`src/rtl/regs_wb_arbiter.sv`:
```
`default_nettype none
// ============================================================================
// regs_wb_arbiter : two-port (EX / LSU) register-file write-back arbiter
// Revision 1.0
// ============================================================================
module regs_wb_arbiter #(
   parameter int STARVE_LIMIT = 3
) (
   input  logic        clk,
   input  logic        rst,
   input  logic        ex_valid_i,
   input  logic [4:0]  ex_waddr_i,
   input  logic [31:0] ex_wdata_i,
   output logic        ex_ready_o,
   input  logic        lsu_valid_i,
   input  logic [4:0]  lsu_waddr_i,
   input  logic [31:0] lsu_wdata_i,
   output logic        lsu_ready_o,
   output logic [4:0]  reg_waddr_o,
   output logic [31:0] reg_wdata_o,
   output logic        reg_wen_o,
   output logic        starve_o
);

   localparam int CNT_W = $clog2(STARVE_LIMIT + 1);
   localparam logic [CNT_W-1:0] CNT_MAX = CNT_W'(STARVE_LIMIT);

   logic [CNT_W-1:0] starve_cnt;
   logic             starved;
   logic [4:0]       win_addr;
   logic [31:0]      win_data;
   logic             any_xfer;

   assign starved  = (starve_cnt == CNT_MAX);
   assign starve_o = starved;

   // LSU wins contention unless EX has lost STARVE_LIMIT times in a row
   assign ex_ready_o  = rst & ex_valid_i & (~lsu_valid_i | starved);
   assign lsu_ready_o = rst & lsu_valid_i & ~(ex_valid_i & starved);
   assign any_xfer    = ex_ready_o | lsu_ready_o;

   always_comb begin
      win_addr = lsu_waddr_i;
      win_data = lsu_wdata_i;
      if (ex_ready_o) begin
         win_addr = ex_waddr_i;
         win_data = ex_wdata_i;
      end
   end

   always_ff @(posedge clk) begin
      if (!rst) begin
         starve_cnt  <= '0;
         reg_wen_o   <= 1'b0;
         reg_waddr_o <= '0;
         reg_wdata_o <= '0;
      end else begin
         if (ex_valid_i && lsu_ready_o)
            starve_cnt <= starved ? starve_cnt : starve_cnt + 1'b1;
         else
            starve_cnt <= '0;

         // x0 writes are consumed but never reach the register file
         if (any_xfer) begin
            reg_wen_o   <= |win_addr;
            reg_waddr_o <= win_addr;
            reg_wdata_o <= (|win_addr) ? win_data : 32'd0;
         end else begin
            reg_wen_o   <= 1'b0;
         end
      end
   end

endmodule
`default_nettype wire

```
`config.mk`:
```
export PLATFORM = sky130hd
export DESIGN_NAME = regs_wb_arbiter
export DESIGN_NICKNAME = d
export VERILOG_FILES = /design/src/rtl/regs_wb_arbiter.sv
export SDC_FILE = /design/constraint.sdc
export NUM_CORES = 1
export LEC_CHECK = 0
export ABC_CLOCK_PERIOD_IN_PS = 1500
export CAP_MARGIN = 20
export CORE_ASPECT_RATIO = 1.2
export CORE_MARGIN = 2
export CORE_UTILIZATION = 55
export CTS_CLUSTER_SIZE = 30
export DETAILED_ROUTE_END_ITERATION = 8
export DONT_BUFFER_PORTS = 1
export GPL_TIMING_DRIVEN = 0
export PLACE_DENSITY = 0.73
export SETUP_SLACK_MARGIN = 0.15
export SKIP_LAST_GASP = 1
export SYNTH_ARGS = -nofsm -noshare
export SYNTH_HDL_FRONTEND = slang
export SYNTH_SLANG_ARGS = --single-unit
```
`constraint.sdc`:
```
create_clock -name clk -period 1.5 [get_ports clk]
set_clock_uncertainty 0.1 [all_clocks]
set_input_delay 0.075 -clock clk [delete_from_list [all_inputs] [get_ports clk]]
set_output_delay 0.075 -clock clk [all_outputs]
set_load 0.005 [all_outputs]
```
## Word level (Yosys, flattened, before mapping)

Index checks and enable logic that the tools add are counted.

| word-level totals | value |
|---|---|
| register bits after elaboration | 40 |
| input port bits | 78 |
| output and inout bits | 41 |
| word-level logic and storage cells | 22 |

| operators by class | value |
|---|---|
| $add $sub $neg | 1 |
| equal/unequal tests | 1 |
| muxes and demuxes | 3 |
| bitwise logic cells | 9 |
| reductions and logical operators | 4 |

Operator list:

| cell | count |
|---|---|
| $mux 32 | 2 |
| $and 1x1->1 | 5 |
| $mux 5 | 1 |
| $reduce_or 5->1 | 1 |
| $reduce_and 2->1 | 2 |
| $add 2x1->2 const B | 1 |
| $eq 2x2->1 const B | 1 |
| $not 1->1 | 2 |
| $or 1x1->1 | 2 |
| $logic_and 1x1->1 | 1 |

## Logic depth before layout (Yosys ltp)

| logic depth | value |
|---|---|
| depth after elaboration | 6 |
| mapped depth | 7 |
| mapped depth without buffers | 5 |

## Least setup slack after synthesis

OpenSTA, ideal clock, no wires.

| timing | value |
|---|---|
| path type | reg2reg |
| start point | reg starve_cnt[0] |
| end point | reg reg_wdata_o[2] |
| setup time | 121 ps |
| arrival time | 1459 ps |
| data required time | 1279 ps |
| slack | -180 ps |
| stages on the path, launching flop included | 8 |
| buffers on the path | 2 |
| period minus slack after synthesis | 1680 ps |
| cell sequence | dfxtp_1 > ha_1 > or2b_2 > nand2_2 > buf_6 > buf_6 > mux2i_1 > o21ai_0 |

| on the way | value |
|---|---|
| cells in the longest elaborated chain, start to end | 6 |
| elaborated cells between the ends (all ways) | 11 |
| those cells by class | eq/ne: 1; mux: 3; bitwise: 6; reduce/logical: 1 |

RTL lines:

| item | RTL line | text |
|---|---|---|
| from (decl) | 28 | `logic [CNT_W-1:0] starve_cnt;` |
| from (signal assigned) | 59 | `starve_cnt <= starved ? starve_cnt : starve_cnt + 1'b1;` |
| $eq 2x2->1 * | 34 | `assign starved = (starve_cnt == CNT_MAX);` |
| named net starve_o | 22 | `output logic starve_o` |
| $or 1x1->1 | 38 | `assign ex_ready_o = rst & ex_valid_i & (~lsu_valid_i \| starved);` |
| $and 1x1->1 | 38 |  |
| $mux 5 | 45 | `if (ex_ready_o) begin` |
| $reduce_or 5->1 | 67 | `reg_wdata_o <= (\|win_addr) ? win_data : 32'd0;` |
| $mux 32 | 67 |  |
| to (signal assigned) | 67 |  |
| to (decl) | 20 | `output logic [31:0] reg_wdata_o,` |

Mark *: on every way through the listed nets, which the timed path passes. The rest lies on a longest branch.
A chain may end at the register's enable or synchronous reset.

## Worst setup path in the final report

| timing | value |
|---|---|
| start point | reg starve_cnt[0] |
| end point | reg reg_wdata_o[8] |

The elaborated chain is that of the path after synthesis.

==> run_results.csv <==
group,metric,value,unit
floorplan,dieArea,3600,um^2
timing,finalSetupViolations,40,
timing,fmaxAchievable,577,MHz
placed_design,io_buffers,0,
power,powerDensity,781,nW/um^2
global_routing,antenna_found_initial,0,
logic_synthesis,yosysSeqAreaShare,46.4,%
worst_setup_path,r2r_end,"reg_wdata_o[8]",
logic_synthesis,synth_top_flop_cell,"dfxtp_1",
floorplan,die_h,65.4,um
worst_setup_path,max_stage_delay,0.35,ns
floorplan,io_pins,119,
global_routing,grt_pass1_wl,9120,um
worst_setup_path,critPathArrivalTime,1.87,ns
timing,worst_slack,-0.234,ns
worst_setup_path,reg2reg_from,"starve_cnt[0]",
run_status,status,"complete, but fails checks",
power,p_sw_share,27.2,%
power,internal_power,1.58,mW
routing,vias,1901,
finish,register_area,803,um^2
placed_design,gp_congestion,0.762,
logic_synthesis,async_flop_share,0,%
run_status,violations,"negative setup slack",
finish,multiInputGateArea,911,um^2
clock_tree,cts_tree,"done",
routing,wl_per_cell,21.2,um
clock_tree,cts_buffers,5,
logic_synthesis,yosysTopAreaCellShare,46.4,%
worst_setup_path,cpLargestDelayFamily,"simple AND/OR/NAND/NOR gates",
global_routing,grt_util_met3,10.2,%
finish,finalNetCount,355,
global_routing,grt-ovfl-total,0,
logic_synthesis,ys_types,23,
worst_setup_path,end_kind,"register",
finish,diodes,0,
timing,fin_crit,1.73,ns
power,comb_power_share,21.0,%
clock_tree,cts_buffer_depth,2,
floorplan,initial_core_util,57.0,%
worst_setup_path,critical_path.slowest_cell,"dfxtp_2",
clock_tree,cts_max_level,2,
placed_design,dp_hpwl,2960,um
routing,drt_iter0_markers,91,
hold_path,hold_class,"input pin to register",
global_routing,gr-usage-met2,66.4,%
routing,drc,0,
clock_tree,insertion_delay,0.34,ns
finish,syn_to_final_growth,61.2,%
logic_synthesis,synth_area_leaders,"dfxtp_1 46%, mux2i_1 21%, o21ai_0 8.7%",
worst_setup_path,regToRegSetupSlack,-0.23,ns
logic_synthesis,avgSynthCellArea,9.43,um^2
worst_setup_path,crit_start,"starve_cnt[0]",
hold_path,hold_start,"rst",
global_routing,busiest_layer,"met2",
logic_synthesis,synth_largest_area_cell,"dfxtp_1",
placed_design,dp_slack,-0.172,ns
floorplan,fp.coreArea,3030,um^2
logic_synthesis,syn_area,1730,um^2
logic_synthesis,postSynthCellCount,183,
power,p_sw,592,uW
worst_setup_path,start_kind,"register",
worst_setup_path,worstPathCellList,"ha_4 > or2b_4 > nand2_4 > buf_12 > buf_8 > buf_6 > mux2i_2 > o21ai_1",
floorplan,dieWidth,55.1,um
worst_setup_path,cp_num_buf_inv,3,
logic_synthesis,syn_nets,262,
power,seq_power_share,55.5,%
routing,drt-vias-per-instance,6.09,
worst_setup_path,criticalPathCategory,"register to register",
global_routing,track_usage,35.9,%
clock_tree,clk_pin_slew,0.12,ns
worst_setup_path,worstPathRequired,1.64,ns
run,drv_cap,0,
timing,rsz0062_at_grt,"true",
finish,fillers,107,
power,ir_drop,0.738,mV
worst_setup_path,r2r.worst_path.cells,8,
floorplan,rows,22,
logic_synthesis,synth_seq_cells,40,
routing,first_pass_iters,4,
worst_setup_path,path_depth,8,
timing,tightest_slew,0.440,ns
routing,antenna_left,0,
finish,layoutNonFillerInstCount,312,
worst_setup_path,path_max_fanout,4,
global_routing,use_met1,35.5,%
power,clock_power_share,23.4,%
timing,drv_slew,0,
logic_synthesis,synth-edff-count,0,
timing,slew_headroom,70.7,%
timing,finalHoldViolations,0,
routing,wl,6630,um
global_routing,grt_pass1_vias,1918,
timing,finalCritPeriodShare,116,%
power,leakagePower,1.27,nW
finish,layout-drive-gt1-share,16.3,%
worst_setup_path,worstSetupEndpoint,"reg_wdata_o[8]",
placed_design,placed_cells,219,
clock_tree,cts_root_buf,"clkbuf_4",
logic_synthesis,ys_warn_count,0,
clock_tree,cts.sinks,40,
global_routing,grt_max_degree,12,
cells in the mapped netlist (2+ instances only):
cell type and n:
nand2_1 32, buf_6 5, a211oi_1 5, o21ai_0 30, dfxtp_1 40, clkbuf_1 4
mux2i_1 37, nor2_1 8, and2_1 2, inv_1 4, o21ai_1 2, nor3_1 2
buf_4 2
power groups by stage:
stage | logic [mW] | clock network [mW] | registers, mW
5_1_grt | 0.482 | 0.551 | 1.21
3_3_place_gp | 0.191 | 0 | 1.22
2_1_floorplan | 0.170 | 0 | 1.21
6_report | 0.457 | 0.509 | 1.21
4_1_cts | 0.404 | 0.503 | 1.20
3_5_place_dp | 0.205 | 0 | 1.23
cells by family after synthesis:
group / after synthesis / share of synthesized area [%]
multiplexers: 37 / 21.5
adder cells (fa/ha/maj): 1 / 0.725
AND/OR/NAND/NOR: 52 / 13.6
buffers and inverters: 15 / 5.87
AO/OA/AOI/OAI: 38 / 12.0
flip-flops: 40 / 46.4
sequential cells by signal (all words and copies together), names as in the netlist:
signal and count:
reg_wen_o 1, reg_wdata_o 32, reg_waddr_o 5, starve_cnt 2
worst reg2reg max path, stage by stage, from the launching register on:
cell and delay (ns):
dfxtp_2 0.35, ha_4 0.16, or2b_4 0.27, nand2_4 0.09
buf_12 0.11, buf_8 0.10, buf_6 0.11, mux2i_2 0.23
o21ai_1 0.11
how the worst min path moves through the flow:
stage	slack, ns	endpoint	cells past startpoint
5_1_grt	0.11	reg_wdata_o[11]	3
4_1_cts	-0.19	starve_cnt[0]	2
3_5_place_dp	0.16	reg_wdata_o[16]	2
2_1_floorplan	0.13	starve_cnt[1]	2
6_report	0.11	reg_wdata_o[11]	3
3_3_place_gp	0.14	starve_cnt[1]	2
layout make-up:
cell class                 count  share of cell area, %
timing repair buffer          85                   30.9
buffer                        11                   3.60
multi-input combinational    129                   32.7
clock inverter                 1                  0.180
clock buffer                   6                   1.48
tap                           36                   1.62
inverter                       4                  0.540
sequential                    40                   28.9
repair_timing:
item,4_1_cts,5_1_grt
cloned,4,0
pin swaps,14,3
hold buffers,76,1
endpoints found under the setup margin,40,40
gates resized for setup,29,15
buffers inserted,4,1
endpoints found under the hold margin,39,4
cells in the final DEF, fill, tap and decap left out, types with 2 or more instances in the layout:
cell type,netlist,layout
dlygate4sd3_1,0,77
dfxtp_1,40,38
nand2_1,32,32
mux2i_1,37,31
o21ai_1,2,24
buf_6,5,9
nor2_1,8,8
mux2i_2,0,6
clkbuf_4,0,5
o21ai_0,30,4
o21ai_2,0,4
a211oi_1,5,4
inv_1,4,3
clkbuf_1,4,3
buf_4,2,3
buf_8,0,2
dfxtp_2,0,2
per-stage QoR:
| step | hold slack [ns] | power (mW) | setup TNS (ns) | instance area, um^2 | utilization [%] |
|---|---|---|---|---|---|
| final | 0.113 | 2.17 | -7.04 | 2780 | 91.9 |
| after global routing | 0.107 | 2.25 | -8.35 | 2780 | 91.9 |
| after CTS | -0.190 | 2.11 | -6.12 | 2720 | 89.7 |
| after detailed placement | 0.158 | 1.43 | -3.99 | 1800 | 59.5 |
| after global placement | 0.138 | 1.41 | -2.81 | 1800 | 59.5 |
| after floorplan | 0.133 | 1.38 | -0.585 | 1760 | - |
per-layer routing:
| layer | wire [um] | up-vias |
|---|---|---|
| met5 | 0 | - |
| met4 | 289 | 0 |
| met3 | 605 | 42 |
| met2 | 3530 | 151 |
| met1 | 2200 | 882 |
| li1 | - | 826 |
No activity file was read; power rests on OpenSTA's default activity.
